**config.mk**
```make
export PLATFORM = sky130hd
export DESIGN_NAME = pkt_rr_arbiter_flat
export DESIGN_NICKNAME = d
export VERILOG_FILES = /design/src/rtl/pkt_rr_arbiter_if.sv /design/src/rtl/pkt_rr_arbiter.sv /design/src/flat_wrapper.sv
export SDC_FILE = /design/constraint.sdc
export NUM_CORES = 1
export LEC_CHECK = 0
export ABC_AREA = 1
export CAP_MARGIN = 30
export CORE_UTILIZATION = 30
export CTS_CLUSTER_SIZE = 25
export DETAILED_ROUTE_END_ITERATION = 7
export PLACE_DENSITY = 0.72
export SLEW_MARGIN = 0
export SYNTH_ARGS = -nofsm -noshare
export SYNTH_HDL_FRONTEND = slang
export SYNTH_SLANG_ARGS = --single-unit
```
**constraint.sdc**
```tcl
create_clock -name system_clk -period 1.9 [get_ports system_clk]
set_input_delay 0.38 -clock system_clk [delete_from_list [all_inputs] [get_ports system_clk]]
set_output_delay 0.38 -clock system_clk [all_outputs]
set_load 0.05 [all_outputs]
```
**src/rtl/pkt_rr_arbiter_if.sv**
```systemverilog
// Avalon-ST bundle for the packet round-robin arbiter: NUM_SRC packed source
// streams in, one registered sink stream out.
interface pkt_rr_arbiter_if #(
    parameter int NUM_SRC = 4,
    parameter int DATA_W  = 64,
    parameter int EMPTY_W = 3
);
    localparam int SRC_W = (NUM_SRC > 1) ? $clog2(NUM_SRC) : 1;

    logic [NUM_SRC-1:0]         in_valid;
    logic [NUM_SRC-1:0]         in_ready;
    logic [NUM_SRC-1:0]         in_sop;
    logic [NUM_SRC-1:0]         in_eop;
    logic [NUM_SRC-1:0]         in_error;
    logic [NUM_SRC*EMPTY_W-1:0] in_empty;
    logic [NUM_SRC*DATA_W-1:0]  in_data;

    logic                       out_valid;
    logic                       out_ready;
    logic                       out_sop;
    logic                       out_eop;
    logic                       out_error;
    logic [EMPTY_W-1:0]         out_empty;
    logic [DATA_W-1:0]          out_data;
    logic [SRC_W-1:0]           out_src;

    modport slave (
        input  in_valid, in_sop, in_eop, in_error, in_empty, in_data, out_ready,
        output in_ready, out_valid, out_sop, out_eop, out_error, out_empty, out_data, out_src
    );

    modport master (
        output in_valid, in_sop, in_eop, in_error, in_empty, in_data, out_ready,
        input  in_ready, out_valid, out_sop, out_eop, out_error, out_empty, out_data, out_src
    );
endinterface

```
**src/rtl/pkt_rr_arbiter.sv**
```systemverilog
// Packet-level round-robin arbiter: grant held SOP..EOP, one idle arbitration
// cycle per packet, fully registered output with ready-latency 0.
module pkt_rr_arbiter #(
    parameter int NUM_SRC = 4,
    parameter int DATA_W  = 64,
    parameter int EMPTY_W = 3,
    parameter int CNT_W   = 32
) (
    input  logic             system_clk,
    input  logic             system_reset,
    pkt_rr_arbiter_if.slave  bus,
    output logic [CNT_W-1:0] pkt_cnt,
    output logic [CNT_W-1:0] drop_cnt
);
    localparam int SRC_W = (NUM_SRC > 1) ? $clog2(NUM_SRC) : 1;

    typedef enum logic {IDLE, LOCK} state_t;

    state_t             state_q, state_d;
    logic [SRC_W-1:0]   gnt_q, gnt_d;
    logic [SRC_W-1:0]   rr_ptr_q, rr_ptr_d;
    logic               first_q, first_d;
    logic               out_adv;
    logic               accept;
    logic [NUM_SRC-1:0] ready_c;
    logic [NUM_SRC-1:0] orphan;
    logic [CNT_W-1:0]   drop_inc;
    logic               win_found;
    logic [SRC_W-1:0]   win_idx;
    logic [SRC_W-1:0]   cand;

    logic [DATA_W-1:0]  data_arr  [NUM_SRC];
    logic [EMPTY_W-1:0] empty_arr [NUM_SRC];

    logic               vld_p1, sop_p1, eop_p1, err_p1;
    logic [EMPTY_W-1:0] empty_p1;
    logic [DATA_W-1:0]  data_p1;
    logic [SRC_W-1:0]   src_p1;

    for (genvar g = 0; g < NUM_SRC; g++) begin : g_unpack
        assign data_arr[g]  = bus.in_data[g*DATA_W +: DATA_W];
        assign empty_arr[g] = bus.in_empty[g*EMPTY_W +: EMPTY_W];
    end

    assign out_adv = !vld_p1 || bus.out_ready;
    assign orphan  = bus.in_valid & ~bus.in_sop;

    always_comb begin
        state_d   = state_q;
        gnt_d     = gnt_q;
        rr_ptr_d  = rr_ptr_q;
        first_d   = first_q;
        ready_c   = '0;
        accept    = 1'b0;
        drop_inc  = '0;
        win_found = 1'b0;
        win_idx   = rr_ptr_q;
        cand      = rr_ptr_q;
        case (state_q)
            IDLE: begin
                // Scan from the farthest offset down so the nearest candidate to rr_ptr wins.
                for (int k = NUM_SRC - 1; k >= 0; k--) begin
                    cand = SRC_W'((int'(rr_ptr_q) + k) % NUM_SRC);
                    if (bus.in_valid[cand] && bus.in_sop[cand]) begin
                        win_found = 1'b1;
                        win_idx   = cand;
                    end
                end
                ready_c  = orphan;
                drop_inc = CNT_W'($countones(orphan));
                if (win_found) begin
                    gnt_d   = win_idx;
                    first_d = 1'b1;
                    state_d = LOCK;
                end
            end
            LOCK: begin
                ready_c[gnt_q] = out_adv;
                accept         = bus.in_valid[gnt_q] && out_adv;
                if (accept) begin
                    first_d = 1'b0;
                    if (bus.in_eop[gnt_q]) begin
                        state_d  = IDLE;
                        rr_ptr_d = (gnt_q == SRC_W'(NUM_SRC - 1)) ? '0 : gnt_q + 1'b1;
                    end
                end
            end
            default: state_d = IDLE;
        endcase
    end

    assign bus.in_ready = system_reset ? ready_c : '0;

    always_ff @(posedge system_clk or negedge system_reset) begin
        if (!system_reset) begin
            state_q  <= IDLE;
            gnt_q    <= '0;
            rr_ptr_q <= '0;
            first_q  <= 1'b0;
            pkt_cnt  <= '0;
            drop_cnt <= '0;
        end else begin
            state_q  <= state_d;
            gnt_q    <= gnt_d;
            rr_ptr_q <= rr_ptr_d;
            first_q  <= first_d;
            drop_cnt <= drop_cnt + drop_inc;
            if (vld_p1 && bus.out_ready && eop_p1)
                pkt_cnt <= pkt_cnt + CNT_W'(1);
        end
    end

    // Stage p1: registered output beat; a SOP after the first beat is flagged as an error.
    always_ff @(posedge system_clk or negedge system_reset) begin
        if (!system_reset) begin
            vld_p1   <= 1'b0;
            sop_p1   <= 1'b0;
            eop_p1   <= 1'b0;
            err_p1   <= 1'b0;
            empty_p1 <= '0;
            data_p1  <= '0;
            src_p1   <= '0;
        end else if (out_adv) begin
            vld_p1 <= accept;
            if (accept) begin
                sop_p1   <= bus.in_sop[gnt_q];
                eop_p1   <= bus.in_eop[gnt_q];
                err_p1   <= bus.in_error[gnt_q] | (bus.in_sop[gnt_q] & ~first_q);
                empty_p1 <= empty_arr[gnt_q];
                data_p1  <= data_arr[gnt_q];
                src_p1   <= gnt_q;
            end
        end
    end

    assign bus.out_valid = vld_p1;
    assign bus.out_sop   = sop_p1;
    assign bus.out_eop   = eop_p1;
    assign bus.out_error = err_p1;
    assign bus.out_empty = empty_p1;
    assign bus.out_data  = data_p1;
    assign bus.out_src   = src_p1;
endmodule

```
**src/flat_wrapper.sv**
```systemverilog
// flat-port wrapper written by rule: the top's interface ports become plain ports
module pkt_rr_arbiter_flat 
#(
    parameter int NUM_SRC = 4,
    parameter int DATA_W  = 64,
    parameter int EMPTY_W = 3,
    parameter int CNT_W   = 32
)
  (system_clk, system_reset, pkt_cnt, drop_cnt, bus_in_valid, bus_in_sop, bus_in_eop, bus_in_error, bus_in_empty, bus_in_data, bus_out_ready, bus_in_ready, bus_out_valid, bus_out_sop, bus_out_eop, bus_out_error, bus_out_empty, bus_out_data, bus_out_src);
  pkt_rr_arbiter_if #(.NUM_SRC(NUM_SRC), .DATA_W(DATA_W), .EMPTY_W(EMPTY_W)) bus_i ();
  input  logic system_clk;
  input  logic system_reset;
  output logic [CNT_W-1:0] pkt_cnt;
  output logic [CNT_W-1:0] drop_cnt;
  input wire logic [$bits(bus_i.in_valid)-1:0] bus_in_valid;
  input wire logic [$bits(bus_i.in_sop)-1:0] bus_in_sop;
  input wire logic [$bits(bus_i.in_eop)-1:0] bus_in_eop;
  input wire logic [$bits(bus_i.in_error)-1:0] bus_in_error;
  input wire logic [$bits(bus_i.in_empty)-1:0] bus_in_empty;
  input wire logic [$bits(bus_i.in_data)-1:0] bus_in_data;
  input wire logic [$bits(bus_i.out_ready)-1:0] bus_out_ready;
  output wire logic [$bits(bus_i.in_ready)-1:0] bus_in_ready;
  output wire logic [$bits(bus_i.out_valid)-1:0] bus_out_valid;
  output wire logic [$bits(bus_i.out_sop)-1:0] bus_out_sop;
  output wire logic [$bits(bus_i.out_eop)-1:0] bus_out_eop;
  output wire logic [$bits(bus_i.out_error)-1:0] bus_out_error;
  output wire logic [$bits(bus_i.out_empty)-1:0] bus_out_empty;
  output wire logic [$bits(bus_i.out_data)-1:0] bus_out_data;
  output wire logic [$bits(bus_i.out_src)-1:0] bus_out_src;
  assign bus_i.in_valid = bus_in_valid;
  assign bus_i.in_sop = bus_in_sop;
  assign bus_i.in_eop = bus_in_eop;
  assign bus_i.in_error = bus_in_error;
  assign bus_i.in_empty = bus_in_empty;
  assign bus_i.in_data = bus_in_data;
  assign bus_i.out_ready = bus_out_ready;
  assign bus_in_ready = bus_i.in_ready;
  assign bus_out_valid = bus_i.out_valid;
  assign bus_out_sop = bus_i.out_sop;
  assign bus_out_eop = bus_i.out_eop;
  assign bus_out_error = bus_i.out_error;
  assign bus_out_empty = bus_i.out_empty;
  assign bus_out_data = bus_i.out_data;
  assign bus_out_src = bus_i.out_src;
  pkt_rr_arbiter #(.NUM_SRC(NUM_SRC), .DATA_W(DATA_W), .EMPTY_W(EMPTY_W), .CNT_W(CNT_W)) u_core (.system_clk(system_clk), .system_reset(system_reset), .bus(bus_i), .pkt_cnt(pkt_cnt), .drop_cnt(drop_cnt));
endmodule
```
* After elaboration in Yosys (flattened, before gate mapping)
Cells that the tools add are included.
** Word-level totals
- Word-level logic and storage cells :: 107
- Latch bits :: 0
- Input port bits :: 287
- Output and inout port bits :: 141
- ROM bits :: 0
- Memory bits (writable) :: 0
- Memories :: 0
- Bits in registers :: 143
** Cells by class
- $mul :: 0
- $add $sub $neg :: 9
- Bitwise gates (word level) :: 8
- Mux-type cells :: 53
- Equality and inequality tests :: 3
- Reduce and logical (&&, ||, !) cells :: 14
- Shifts and indexed selects :: 0
- Order comparisons :: 7
- Div/mod/pow operators :: 0
** Operators by type and width (number)
- $bmux W64 S2 :: 1
- $mux W64 :: 2
- $add A32 B32 Y32 :: 2
- $add A32 B1 Y32 const B :: 1
- $mux W32 :: 1
- $bmux W1 S2 :: 12
- $mux W1 :: 24
- $lt A2 B3 Y1 const B :: 5
- $mux W2 :: 5
- $and A4 B4 Y4 :: 2
- $logic_and A1 B1 Y1 :: 8
- $pmux W4 S2 :: 1
- $bmux W3 S2 :: 1
- $mux W3 :: 2
- $reduce_and A2 Y1 :: 3
- $add A1 B1 Y2 :: 2
- $add A2 B1 Y2 const B :: 2
- $add A2 B2 Y2 const B :: 2
- $mux W4 :: 1
- $ne A2 B2 Y1 const B :: 2
- $not A4 Y4 :: 1
- $pmux W1 S2 :: 2
- $ge A3 B3 Y1 const B :: 1
- $not A2 Y3 :: 1
- 9 further kinds :: 10

* Logic depth before layout (Yosys ltp)
- Word-level depth :: 11
- Depth in mapped cells :: 15
- Depth with buffers taken out :: 15

* Least setup slack after synthesis
OpenSTA, ideal clock, no wires.
- Path type :: input to register
- Start point :: input port bus_in_valid[2]
- End point :: register u_core.drop_cnt[18]
- Required time :: 1754 ps
- Buffers on the path :: 0
- Slack :: -864 ps
- Data arrival time :: 2618 ps
- Library setup time :: 146 ps
- Stages :: 15
- Path through :: inv_1 -> nor2_1 -> ha_1 -> ha_1 -> fa_1 -> inv_1 -> nor2_1 -> fa_1 -> a21oi_1 -> nor2_2 -> nand2_2 -> nor2_2 -> nand2_1 -> nor2_1 -> xor2_1
** Between the ends
- Longest elaborated chain between the ends :: 5
** Ends and longest elaborated chain
- start: declaration :: RTL line flat_wrapper.sv:15 : input wire logic [$bits(bus_i.in_valid)-1:0] bus_in_valid;
- $and A4 B4 Y4 :: RTL line pkt_rr_arbiter.sv:46 : assign orphan = bus.in_valid & ~bus.in_sop;
- $add A1 B1 Y2 (implied by the code) :: RTL line pkt_rr_arbiter.sv:70 : drop_inc = CNT_W'($countones(orphan));
- $add A32 B32 Y32 (implied by the code) :: RTL line pkt_rr_arbiter.sv:70
- $mux W32 :: RTL line pkt_rr_arbiter.sv:59 : case (state_q)
- $add A32 B32 Y32 :: RTL line pkt_rr_arbiter.sv:107 : drop_cnt <= drop_cnt + drop_inc;
- end signal: assignment :: RTL line pkt_rr_arbiter.sv:107
- end: declaration :: RTL line pkt_rr_arbiter.sv:13 : output logic [CNT_W-1:0] drop_cnt
Every way passes these cells.
A chain may end at the register's enable or synchronous reset.

* Worst setup path in the final report
- Start point :: input port bus_in_valid[0]
- End point :: register u_core.drop_cnt[22]
Same word-level chain as after synthesis.

==> summary.txt <==
Power
  • PD cells: about 1500 nW/um^2
  • P_leak: 0.00671 uW
  • Max IR drop VDD: between 700 and 800 uV

Detailed routing
  • WL final: between 30000 and 40000 um
  • Drt pass-1 iters: 5
  • Vias: approximately 10000
  • Initial drt markers: just over 600
  • DRC Markers: 0
  • Antenna-violating nets left: 0
  • Wirelength per Cell: between 15 and 20 um
  • Vias per cell: about 4.8

Setup path
  • CP Max Fanout: 5
  • Critical Path RT: approximately 2.2 ns
  • CP endpoint kind: register
  • Setup CP Type: primary input to register
  • Crit path DAT: between 2 and 3 ns
  • Critical Path Source Type: primary input

Global route
  • First-pass GRT wire length: about 56000 um
  • GR Overflow Total: 0
  • Vias in the first global route: roughly 10000
  • Initial antenna violation count: 5
  • Largest net degree at the start of global routing: between 100 and 150
  • Total GRT Usage: 0.235

Yosys
  • Syn_nets: 1567
  • Post-synthesis simple-gate area fraction: 0.312
  • Largest family of logic cells by synthesized area: simple AND/OR/NAND/NOR gates
  • Synth Area in Adders: 0.0199
  • Register area share after synthesis: 0.401
  • Most common cell in the netlist: nor2_1
  • Post-synth EDFFs: 0
  • Cells after Synth: 1267
  • Leading area contributor after synthesis: dfrtp_1
  • #FFs+latches synth: 143
  • Post-synthesis mux area share: 0
  • Yosys cell types: 35
  • Post-synth ARST share: 1.00
  • Syn_area_per_cell: about 7.0 sq um
  • Synthesized cell area: 8930 sq um
  • Share of Yosys cell area claimed by the top area cell type: 0.401
  • Compound-cell area share of the yosys netlist: 0.147
  • Main area contributors after synthesis: dfrtp_1, nor2_1, nand2_1
  • Primary FF master, synth: dfrtp_1
  • Post-Synth XOR/XNOR Area: 0.0540
  • Top cells by count, synth: nor2_1, nand2_1, o21ai_0, dfrtp_1, inv_1
  • Syn. warnings: 0

Cells and area
  • Fillers: around 2800
  • Multi-input gate area: between 5000 and 6000 sq um
  • Area Overhead vs Synth: 68.1%
  • Nets: 2042
  • Fin util: 0.517
  • Non-filler cells, final: 2143
  • Area occupied by registers: around 3600 sq um
  • Fraction of layout cells with a size suffix above 1: 0.204

STA
  • Worst slew margin: 0.468
  • Skew final: 0.0138 ns
  • # setup viols final: 34
  • Max Clock Freq: 0.431 GHz
  • RSZ-0062 raised after global routing: yes
  • Final worst-path cycle share: 1.22
  • Worst-Margin Slew: 0.797 ns
  • Final worst slack: -0.418 ns
  • Post-route minimum period: about 2.3 ns
  • Final Hold Fails: 0
  • Slew Viols, Final: 0

Floorplanning
  • Total die area: 30400 sq um
  • Initial Utilization: 0.308
  • Core Region: 29000 sq um
  • Num rows: 62
  • Ports: roughly 430
  • Height of the die: approximately 170 um
  • Die X: around 170 um

Outcome
  • Failing checks: setup timing
  • Status: finished with violations

CTS
  • CTS tree: built
  • Root Buffer: clkbuf_16
  • Clock sink total: around 140
  • Clock transition at path regs: 0.07 ns
  • Number of CTS-inserted buffers: 17
  • Later-pin clock latency in the skew report: between 0.4 and 0.5 ns
  • Max clock buf depth: 2
  • H-Tree Depth: 4

Place
  • Port Buf Inserts: 427
  • Dpl cells: 2080
  • Routability cong.: about 0.92
  • DPL Wire Length: between 20000 and 30000 um

Run
  • Max cap viols: 0

Min path
  • Min-delay worst type: primary input to async pin
-- worst paths after layout --
check | start | to | slack, ns | depth (start not counted)
max | bus_in_valid[0] | u_core.drop_cnt[22] | -0.42 | 15
min | system_reset | u_core.drop_cnt[16] | 0.07 | 2
max reg2reg | u_core.state_q | u_core.drop_cnt[22] | -0.08 | 10
min reg2reg | u_core.drop_cnt[31] | u_core.drop_cnt[31] | 0.48 | 1
max in group asynchronous | system_reset | u_core.gnt_q[0] | 1.21 | 2
min in group system_clk | bus_out_ready | u_core.bus.out_valid | 0.42 | 3
-- state kept, by name (all words and copies together) (netlist names) --
| signal | cells |
|---|---|
| u_core.bus.out_src | 2 |
| u_core.first_q | 1 |
| u_core.state_q | 1 |
| u_core.drop_cnt | 32 |
| u_core.bus.out_valid | 1 |
| u_core.gnt_q | 2 |
| u_core.bus.out_data | 64 |
| u_core.rr_ptr_q | 2 |
| u_core.pkt_cnt | 32 |
| u_core.bus.out_sop | 1 |
| u_core.bus.out_eop | 1 |
| u_core.bus.out_empty | 3 |
| u_core.bus.out_error | 1 |
-- cell type report --
cell class | instances | area share
Clock inverter | 15 | 0.0112
Antenna cell | 4 | 0.000667
Multi-Input combinational cell | 993 | 0.343
Sequential cell | 143 | 0.239
Timing Repair Buffer | 520 | 0.326
Clock buffer | 17 | 0.0284
Inverter | 67 | 0.0198
Tap cell | 384 | 0.0320
-- critical path, cell delays in order --
cell and delay [ns]:
buf_6 0.08, inv_4 0.03, nor2_4 0.13, ha_4 0.22, ha_4 0.15, fa_1 0.45
inv_2 0.08, nor2_4 0.04, fa_2 0.36, a21oi_2 0.21, nor2_4 0.07, nand2_4 0.11
buf_4 0.14, nor3_4 0.03, xor2_1 0.14
-- through the flow --
| step | setup slack, ns | hold WS [ns] | area [sq um] | setup TNS [ns] | power [uW] |
|---|---|---|---|---|---|
| detailed placement | -1.53 | 0.468 | 13800 | -56.51 | 17600 |
| global route | -0.507 | 0.126 | 15000 | -11.39 | 23300 |
| finish | -0.418 | 0.0659 | 15000 | -8.70 | 21800 |
| CTS | -0.385 | 0.122 | 14700 | -9.07 | 21500 |
| floorplan | -0.775 | 0.0844 | 9080 | -17.27 | 13000 |
| global placement | -1.47 | 0.460 | 13800 | -55.30 | 17400 |
-- what timing repair did --
item                       CTS  global route
hold endpoints to repair     0             0
pin swaps                   29            14
resized for setup           92            43
hold buffers                 0             0
buffers inserted            24             5
gates cloned                 0             2
setup endpoints to repair   39           105
-- cell usage in the layout, fill, tap and decap left out, types with 4 or more instances in the layout --
cell             synthesis  layout
a21oi_1                 11       4
a21oi_4                  0       4
a31oi_1                 25      25
a31oi_2                 10      10
buf_12                   0      10
buf_4                    5     202
buf_6                    4      22
clkbuf_16                0      19
clkdlybuf4s50_1          0     276
dfrtp_1                143     141
diode_2                  0       4
dlygate4sd2_1            0       5
ha_4                     0       8
inv_1                   61      53
inv_2                    3       6
inv_6                    0       6
inv_8                    0       6
nand2_1                289     279
nand2_2                  2       6
nand2_4                  0       6
nand3_1                 31      29
nand4_1                 19      19
nor2_1                 309     295
nor2_2                   5       7
nor2_4                   0      12
nor3_1                  28      23
nor3_2                   3       5
o21ai_0                149     147
o22ai_1                 35      34
xnor2_1                 16      16
xor2_1                  39      38
-- logic make-up (layout without fill, tap and decap cells) --
group / count (synthesis) / after routing
xor+xnor: 55 / 55
other cells: 0 / 4
simple gates: 693 / 693
fa+ha+maj: 13 / 13
flops: 143 / 143
compound gates: 232 / 232
buf+inv: 131 / 619
-- routing by layer --
layer / track usage / up-vias / part of all wire / wire, um
met5: 0 / - / 0.00031 / 11
met4: 0.0946 / 2 / 0.032 / 1170
met3: 0.0538 / 70 / 0.058 / 2070
met2: 0.415 / 385 / 0.51 / 18300
met1: 0.273 / 4796 / 0.40 / 14400
li1: - / 5094 / - / -
-- power by group --
| part | total [uW] | switching (uW) | internal [uW] |
|---|---|---|---|
| Combinational | 13600 | 8830 | 4800 |
| Sequential | 4760 | 728 | 4030 |
| Clock | 3430 | 1550 | 1880 |
| Total | 21800 | 11100 | 10700 |
Note: power is estimated with default switching activity, not from simulation.
